## src/rtl/tug_pkg.sv

```systemverilog
// Shared types and constants for the tug-of-war referee: state encoding,
// playfield geometry and winner codes.
package tug_pkg;

    typedef enum logic [1:0] {
        SERVE = 2'd0,
        PLAY  = 2'd1,
        WIN   = 2'd2,
        OVER  = 2'd3
    } state_t;

    localparam int NUM_LEDS = 9;
    localparam logic [3:0] CENTER_POS = 4'd4;
    localparam logic [3:0] LAST_POS   = 4'd8;
    localparam logic [3:0] FIRST_POS  = 4'd0;

    localparam logic [1:0] WIN_NONE  = 2'b00;
    localparam logic [1:0] WIN_LEFT  = 2'b10;
    localparam logic [1:0] WIN_RIGHT = 2'b01;

endpackage

```

## src/rtl/seg7.sv

```systemverilog
// Active-low 7-segment decoder for score digits 0..7, segment order {g,f,e,d,c,b,a}.
module seg7 (
    input  logic [2:0] digit,
    output logic [6:0] seg
);

    // Digit to segment pattern lookup
    always_comb begin
        seg = 7'b1111111;
        case (digit)
            3'd0:    seg = 7'b1000000;
            3'd1:    seg = 7'b1111001;
            3'd2:    seg = 7'b0100100;
            3'd3:    seg = 7'b0110000;
            3'd4:    seg = 7'b0011001;
            3'd5:    seg = 7'b0010010;
            3'd6:    seg = 7'b0000010;
            3'd7:    seg = 7'b1111000;
            default: seg = 7'b1111111;
        endcase
    end

endmodule

```

## src/rtl/tug_referee.sv

```systemverilog
// Tug-of-war referee: moves the lit LED on presses, scores rounds, holds the
// win display and stops the match once a player reaches SCORE_MAX.
module tug_referee
    import tug_pkg::*;
#(
    parameter int HOLD_CYCLES = 8,
    parameter int SCORE_MAX   = 7
) (
    input  logic       clk,
    input  logic       reset,
    input  logic       press_l,
    input  logic       press_r,
    output logic       play_en,
    output logic [8:0] light,
    output logic [1:0] winner,
    output logic [2:0] score_l,
    output logic [2:0] score_r,
    output logic [6:0] hex_l,
    output logic [6:0] hex_r
);

    localparam logic [2:0] SCORE_LIMIT = 3'(SCORE_MAX);
    localparam logic [7:0] HOLD_LAST   = 8'(HOLD_CYCLES - 1);

    state_t     state_q, state_d;
    logic [3:0] pos_q, pos_d;
    logic [7:0] hold_q, hold_d;
    logic [2:0] score_l_q, score_l_d;
    logic [2:0] score_r_q, score_r_d;
    logic [1:0] winner_q, winner_d;
    logic [2:0] win_score_s;
    logic       only_l_s, only_r_s;

    assign only_l_s = press_l & ~press_r;
    assign only_r_s = press_r & ~press_l;

    // Next state, position, hold count, scores and winner
    always_comb begin
        state_d   = state_q;
        pos_d     = pos_q;
        hold_d    = hold_q;
        score_l_d = score_l_q;
        score_r_d = score_r_q;
        winner_d  = winner_q;
        win_score_s = (winner_q == WIN_LEFT) ? score_l_q : score_r_q;
        case (state_q)
            SERVE: begin
                pos_d    = CENTER_POS;
                winner_d = WIN_NONE;
                state_d  = PLAY;
            end
            PLAY: begin
                if (only_l_s) begin
                    if (pos_q == LAST_POS) begin
                        score_l_d = (score_l_q < SCORE_LIMIT) ? score_l_q + 3'd1 : score_l_q;
                        winner_d  = WIN_LEFT;
                        hold_d    = 8'd0;
                        state_d   = WIN;
                    end else begin
                        pos_d = pos_q + 4'd1;
                    end
                end else if (only_r_s) begin
                    if (pos_q == FIRST_POS) begin
                        score_r_d = (score_r_q < SCORE_LIMIT) ? score_r_q + 3'd1 : score_r_q;
                        winner_d  = WIN_RIGHT;
                        hold_d    = 8'd0;
                        state_d   = WIN;
                    end else begin
                        pos_d = pos_q - 4'd1;
                    end
                end else begin
                    pos_d = pos_q;
                end
            end
            WIN: begin
                // The winning score was registered on entry, so it is final here
                if (hold_q == HOLD_LAST) begin
                    hold_d = 8'd0;
                    if (win_score_s == SCORE_LIMIT) begin
                        state_d = OVER;
                    end else begin
                        state_d  = SERVE;
                        pos_d    = CENTER_POS;
                        winner_d = WIN_NONE;
                    end
                end else begin
                    hold_d = hold_q + 8'd1;
                end
            end
            OVER: begin
                state_d = OVER;
            end
            default: begin
                state_d = SERVE;
                pos_d   = CENTER_POS;
            end
        endcase
    end

    // State and datapath registers with synchronous reset
    always_ff @(posedge clk) begin
        if (reset) begin
            state_q   <= SERVE;
            pos_q     <= CENTER_POS;
            hold_q    <= 8'd0;
            score_l_q <= 3'd0;
            score_r_q <= 3'd0;
            winner_q  <= WIN_NONE;
        end else begin
            state_q   <= state_d;
            pos_q     <= pos_d;
            hold_q    <= hold_d;
            score_l_q <= score_l_d;
            score_r_q <= score_r_d;
            winner_q  <= winner_d;
        end
    end

    assign play_en = (state_q == PLAY);
    assign light   = 9'b000000001 << pos_q;
    assign winner  = winner_q;
    assign score_l = score_l_q;
    assign score_r = score_r_q;

    seg7 u_seg7_l (.digit(score_l_q), .seg(hex_l));
    seg7 u_seg7_r (.digit(score_r_q), .seg(hex_r));

endmodule

```

## config.mk

```make
export PLATFORM = sky130hd
export DESIGN_NAME = tug_referee
export DESIGN_NICKNAME = d
export VERILOG_FILES = /design/src/rtl/tug_pkg.sv /design/src/rtl/seg7.sv /design/src/rtl/tug_referee.sv
export SDC_FILE = /design/constraint.sdc
export NUM_CORES = 1
export LEC_CHECK = 0
export CORE_ASPECT_RATIO = 1.25
export CORE_MARGIN = 10
export CORE_UTILIZATION = 45
export CTS_CLUSTER_DIAMETER = 50
export DETAILED_ROUTE_END_ITERATION = 6
export PLACE_DENSITY = 0.7
export RECOVER_POWER = 100
export SKIP_CTS_REPAIR_TIMING = 1
export SYNTH_ARGS = -nofsm -noshare
export SYNTH_HDL_FRONTEND = slang
export SYNTH_SLANG_ARGS = --single-unit
export TNS_END_PERCENT = 50
```

## constraint.sdc

```tcl
create_clock -name clk -period 6.7 [get_ports clk]
set_input_delay 1.34 -clock clk [delete_from_list [all_inputs] [get_ports clk]]
set_output_delay 1.34 -clock clk [all_outputs]
set_load 0.02 [all_outputs]
```

* After elaboration in Yosys (flattened, before gate mapping)
Memories as Yosys holds them, arrays and structs flattened. A register that Yosys moved wholly into a read port is not among the register bits.
Index checks and enable logic that the tools add are counted.
** Word-level totals
- Register bits :: 22
- Bits in read-only memories :: 112
- Bits of input ports :: 4
- Output and inout port bits :: 32
- Word-level logic and storage cells :: 76
- Memories :: 2
** Cells by class
- Add/sub/neg operators :: 5
- Magnitude comparators :: 2
- Equality and inequality tests :: 14
- Shift-type cells :: 1
- Mux-type cells :: 31
- Bitwise operators :: 5
- Reduce and logical (&&, ||, !) cells :: 10
** Memory list
- (no name shown) :: words 8, width 7, read ports 1, clocked after Yosys merged registers in 1, wr ports 0, line seg7.sv:10 : case (digit)
- (no name shown) :: words 8, width 7, read ports 1, clocked after Yosys merged registers in 1, wr ports 0, line seg7.sv:10
** Operator list (number)
- 2-to-1 mux 8 bit :: 5
- 2-to-1 mux 4 bit :: 6
- 2-to-1 mux 2 bit :: 11
- case mux 8 bit (2 select lines) :: 1
- 2-to-1 mux 3 bit :: 5
- case mux 4 bit (3 select lines) :: 1
- AND reduction 4 bit :: 3
- AND reduction 6 bit :: 2
- << shifter 1 x 4 -> 9 bit (first input constant) :: 1
- adder 8 x 1 -> 8 bit (second input constant) :: 1
- equality test 8 x 3 -> 1 bit (second input constant) :: 1
- case mux 2 bit (4 select lines) :: 1
- adder 3 x 1 -> 3 bit (second input constant) :: 2
- equality test 2 bit (second input constant) :: 3
- < comparator 3 bit (second input constant) :: 2
- != test 3 x 1 -> 1 bit (second input constant) :: 2
- != test 3 bit (second input constant) :: 2
- case mux 2 bit (3 select lines) :: 1
- AND reduction 5 bit :: 1
- adder 4 x 1 -> 4 bit (second input constant) :: 1
- equality test 4 bit (second input constant) :: 1
- logical NOT 4 bit :: 1
- != test 2 bit (second input constant) :: 2
- subtractor 4 x 1 -> 4 bit (second input constant) :: 1
- 8 further kinds :: 11

* Longest topological paths before layout
- Word-level depth :: 6
- Depth in mapped cells :: 10

* Hierarchy
A second synthesis with hierarchy kept.
** Unflattened totals
- Cell total of the unflattened synthesis :: 206
- Area, all modules :: 1677.9 um^2
** Modules (own cells, without submodules)
- tug_referee :: times used 1, cells an instance 170, area each 1390.1 um^2
- seg7 :: times used 2, cells an instance 18, area each 143.9 um^2

* Least setup slack after synthesis
No wires, ideal clock.
- Path kind :: input-to-reg
- Start point :: input port press_r
- End point :: register, netlist name u_seg7_r.seg[0]
- Setup time :: 121 ps
- Arrival :: 2864 ps
- Slack :: 3715 ps
- Stages :: 5
- Buffers on the path :: 0
- Path through :: nor2b_1 > nand3_1 > nor2_1 > mux2i_1 > mux2_2
** Between the ends
- Cells in the longest elaborated chain, start to end :: 6
- Elaborated cells on any way between the ends :: 7
- Those cells by class :: mux: 2; bitwise: 4; reduce/logical: 1
** RTL lines
- from (decl) :: line tug_referee.sv:12 : input logic press_r,
- inverter 1 bit :: line tug_referee.sv:34 : assign only_l_s = press_l & ~press_r;
- AND 1 bit :: line tug_referee.sv:34
- inverter 1 bit (no line)
- AND reduction 5 bit (no line) *
- 2-to-1 mux 3 bit (no line) * (2 in a row)
Every way passes the cells marked *; elsewhere a longest branch is shown, timed or not.
A chain may end at the register's enable or synchronous reset.

* Worst setup path in the final report
- Start point :: input port press_l
- End point :: register, netlist name u_seg7_l.seg[1]
** Between the ends
- Cells in the longest elaborated chain, start to end :: 4
** RTL lines
- from (decl) :: line tug_referee.sv:11 : input logic press_l,
- AND 1 bit :: line tug_referee.sv:34
- AND reduction 4 bit (no line)
- 2-to-1 mux 3 bit (no line) (2 in a row)
No other way between the ends.

==> impl_metrics.tcl <==
set metrics [dict create \
    finalHoldViolations 0 \
    synth_top_area_share_pct 35.21 \
    cts_buffers 5 \
    viasPerCell 5.339 \
    cp_slowest_cell "dlygate4sd3_1" \
    grt_max_degree 35 \
    grtUsageMet2_pct 20.04 \
    first_pass_iters 4 \
    synth_area_per_cell_um2 9.057 \
    regToRegSetupSlack_ns 3.91 \
    tightest_slew_ns 0.6770 \
    cap_violations 0 \
    finalSetupViolations 0 \
    routed_wl_um 4361 \
    rr_endpoint "u_seg7_l.seg[1]$_SDFF_PN0_" \
    drtAntennaViolNets 0 \
    core_um2 4392 \
    ys_ff_latch 36 \
    crit_path_end_kind "flop" \
    clock_path_buffers 2 \
    async_reset_ff_share_pct 0 \
    clock_skew_ns 0.005925 \
    synth_area_leaders "dfxtp_1 (35%), ha_1 (12%), mux2i_1 (4.4%)" \
    numPortBuffers 35 \
    die_y_um 95.41 \
    yosys_warnings 0 \
    clk_pin_slew_ns 0.07 \
    clockPowerShare_pct 22.4 \
    p_comb_share_pct 37.8 \
    min_period_ns 3.541 \
    routed-via-count 1719 \
    worstSkewPairLatency_ns 0.29 \
    status "completed" \
    drc 0 \
    synth_nets 250 \
    rows 27 \
    worst-path-buf-inv 2 \
    grt_usage_pct 12.00 \
    holdPathEnd "hold_q[1]$_SDFFE_PP0P_" \
    clock_sinks 36 \
    p_leak_nw 1.093 \
    tritoncts "done" \
    r2r-start "pos_q[3]$_SDFFE_PP0P_" \
    fin_nets 288 \
    p_int_mw 0.3982 \
    synth.distinct_cells 54 \
    worst_ep_required_time_ns 6.89 \
    wl_per_cell_um 13.54 \
    max_stage_delay_ns 0.61 \
    chipWidth_um 80.33 \
    ys_seq_area_share_pct 35.21 \
    synth_top_area_cell "dfxtp_1" \
    fin_crit_sh_pct 52.85 \
    arrival_ns 3.73 \
    antenna_found_initial 0 \
    design.die.area_um2 7663 \
    diodes 0 \
    initial_utilization_pct 46.61 \
    cpMostUsedCell "nor2_1" \
    ios 36 \
    synth_flop_cell "dfxtp_1" \
    crit_chain "dlygate4sd3_1 > nand3b_1 > nor2_1 > nor2_1 > a311oi_1 > inv_1 > ha_1 > and2_1" \
    dp_hpwl_um 3299 \
    htreeDepth 2 \
    rsz0062_at_grt "false" \
    peakVddDrop_v 0.0001212 \
    grt_busiest_layer "met2" \
    timing.slew.headroom_pct 54.56 \
    whs_ns 0.4793 \
    fmax_mhz 282.4 \
    critical-path-top-delay-family "buffers and inverters" \
    crit_type "input port to flop" \
    p_per_area_nw_per_um2 260.6 \
    cts-root-buf "clkbuf_8" \
    use_met3_pct 5.650 \
    pwr-share-seq_pct 39.8 \
    r2r_cells 7 \
    area_growth_pct 22.68 \
    critPathLaunchType "input port" \
    gp_congestion 0.7670 \
    syn_inst 226 \
    grt_pass1_wl_um 7383 \
    slew_violations 0 \
    first_iter_violations 144 \
    crit_fanout 5 \
    p_switching_mw 0.2562 \
    grt_pass1_vias 1633 \
    switching_share_pct 39.15 \
    hold_start "hold_q[1]$_SDFFE_PP0P_" \
    hold_depth 2 \
    netlist_area_um2 2047 \
    hold_path_class "flop to flop" \
    synth_enable_flop_cells 0 \
    final_layout_size_suffix_gt1_share_pct 8.333 \
    gr-total-overflow 0 \
    setup_tns_ns 0 \
    met1_usage_pct 12.99 \
]
-- routing by layer --
layer | vias up | share of wire [%]
li1 | 864 | -
met1 | 821 | 42
met2 | 29 | 49
met3 | 5 | 7.1
met4 | 0 | 1.5
met5 | - | 0
-- state kept, by name, indices dropped and copies added, names as in the netlist --
register and cells:
pos_q 4, winner 2, hold_q 8, state_q 2
score_l 3, u_seg7_l.seg 7, score_r 3, u_seg7_r.seg 7
-- synthesized netlist by cell type (2+ instances only) --
cell type and instances:
clkbuf_1 3, or3_1 3, dfxtp_1 36, xnor2_1 4, o31ai_1 2, or4_1 3, nor3_1 9, nor4_1 2
nand2b_1 6, a21oi_1 13, nand2_1 10, nor2b_1 6, o21ai_0 11, and3_1 2, nand3_1 7, mux2_2 4
inv_1 17, mux2i_1 9, ha_1 19, and2_1 2, a21o_1 2, nor2_1 24
-- worst reg2reg max path, cell delays in order (launching register included) --
cell and delay [ns]:
dfxtp_1 0.56, or4b_4 0.56, nor2_1 0.24, nor2_1 0.09, a311oi_1 0.59, inv_1 0.18
ha_1 0.32, and2_1 0.13
-- power by group through the flow --
stage,clock network (mW),registers (mW),logic (mW)
floorplan,0,0.255,0.185
global placement,0,0.265,0.251
detailed placement,0,0.265,0.256
CTS,0.151,0.260,0.258
global route,0.158,0.264,0.273
finish,0.147,0.260,0.247
-- how the worst max path moves through the flow --
stage | cells past startpoint | end | start
floorplan | 5 | u_seg7_r.seg[0]$_DFF_P_ | press_r
global placement | 6 | u_seg7_r.seg[3]$_DFF_P_ | press_r
detailed placement | 6 | u_seg7_r.seg[0]$_DFF_P_ | press_r
CTS | 6 | u_seg7_r.seg[0]$_DFF_P_ | press_r
global route | 8 | u_seg7_l.seg[1]$_SDFF_PN0_ | press_l
finish | 8 | u_seg7_l.seg[1]$_SDFF_PN0_ | press_l
-- logic make-up after synthesis --
| kind of cell | share of synthesized area (%) |
|---|---|
| mux | 6.601 |
| simple gates | 23.41 |
| xor+xnor | 2.139 |
| fa+ha+maj | 12.59 |
| compound gates | 15.34 |
| buf+inv | 4.706 |
| flops | 35.21 |
-- final cells by class --
cell class                      count  area (um^2)
Clock buffer                        5        68.82
Clock inverter                      2        12.51
Fill cell                         418         1881
Inverter                           19        72.57
Multi-Input combinational cell    166         1206
Sequential cell                    36        720.7
Tap cell                           58        72.57
Timing Repair Buffer               36        357.8
-- cell usage in the layout, fill, tap and decap left out, types with 2 or more instances in the layout --
| cell | synthesis | layout |
|---|---|---|
| a21o_1 | 2 | 2 |
| a21oi_1 | 13 | 13 |
| a311oi_1 | 1 | 2 |
| and2_1 | 2 | 2 |
| and3_1 | 2 | 2 |
| clkbuf_8 | 0 | 5 |
| clkdlybuf4s50_1 | 0 | 2 |
| clkinv_2 | 1 | 2 |
| dfxtp_1 | 36 | 36 |
| dlygate4sd3_1 | 0 | 33 |
| ha_1 | 19 | 19 |
| inv_1 | 17 | 17 |
| mux2_2 | 4 | 4 |
| mux2i_1 | 9 | 9 |
| nand2_1 | 10 | 10 |
| nand2b_1 | 6 | 6 |
| nand3_1 | 7 | 7 |
| nor2_1 | 24 | 24 |
| nor2b_1 | 6 | 6 |
| nor3_1 | 9 | 9 |
| nor4_1 | 2 | 2 |
| o21ai_0 | 11 | 11 |
| o31ai_1 | 2 | 2 |
| or3_1 | 3 | 3 |
| or4_1 | 3 | 4 |
| xnor2_1 | 4 | 4 |
-- stage by stage --
step	total power, mW	util [%]	instances	worst slack, ns	instance area (um^2)
global route	0.6951	57.18	322	2.966	2511
global placement	0.5165	55.87	315	3.005	2454
floorplan	0.4402	-	226	3.715	2047
detailed placement	0.5211	55.87	315	2.913	2454
CTS	0.6692	57.72	322	3.224	2535
finish	0.6545	57.18	322	3.159	2511
Power figures use the tool's default switching activity.
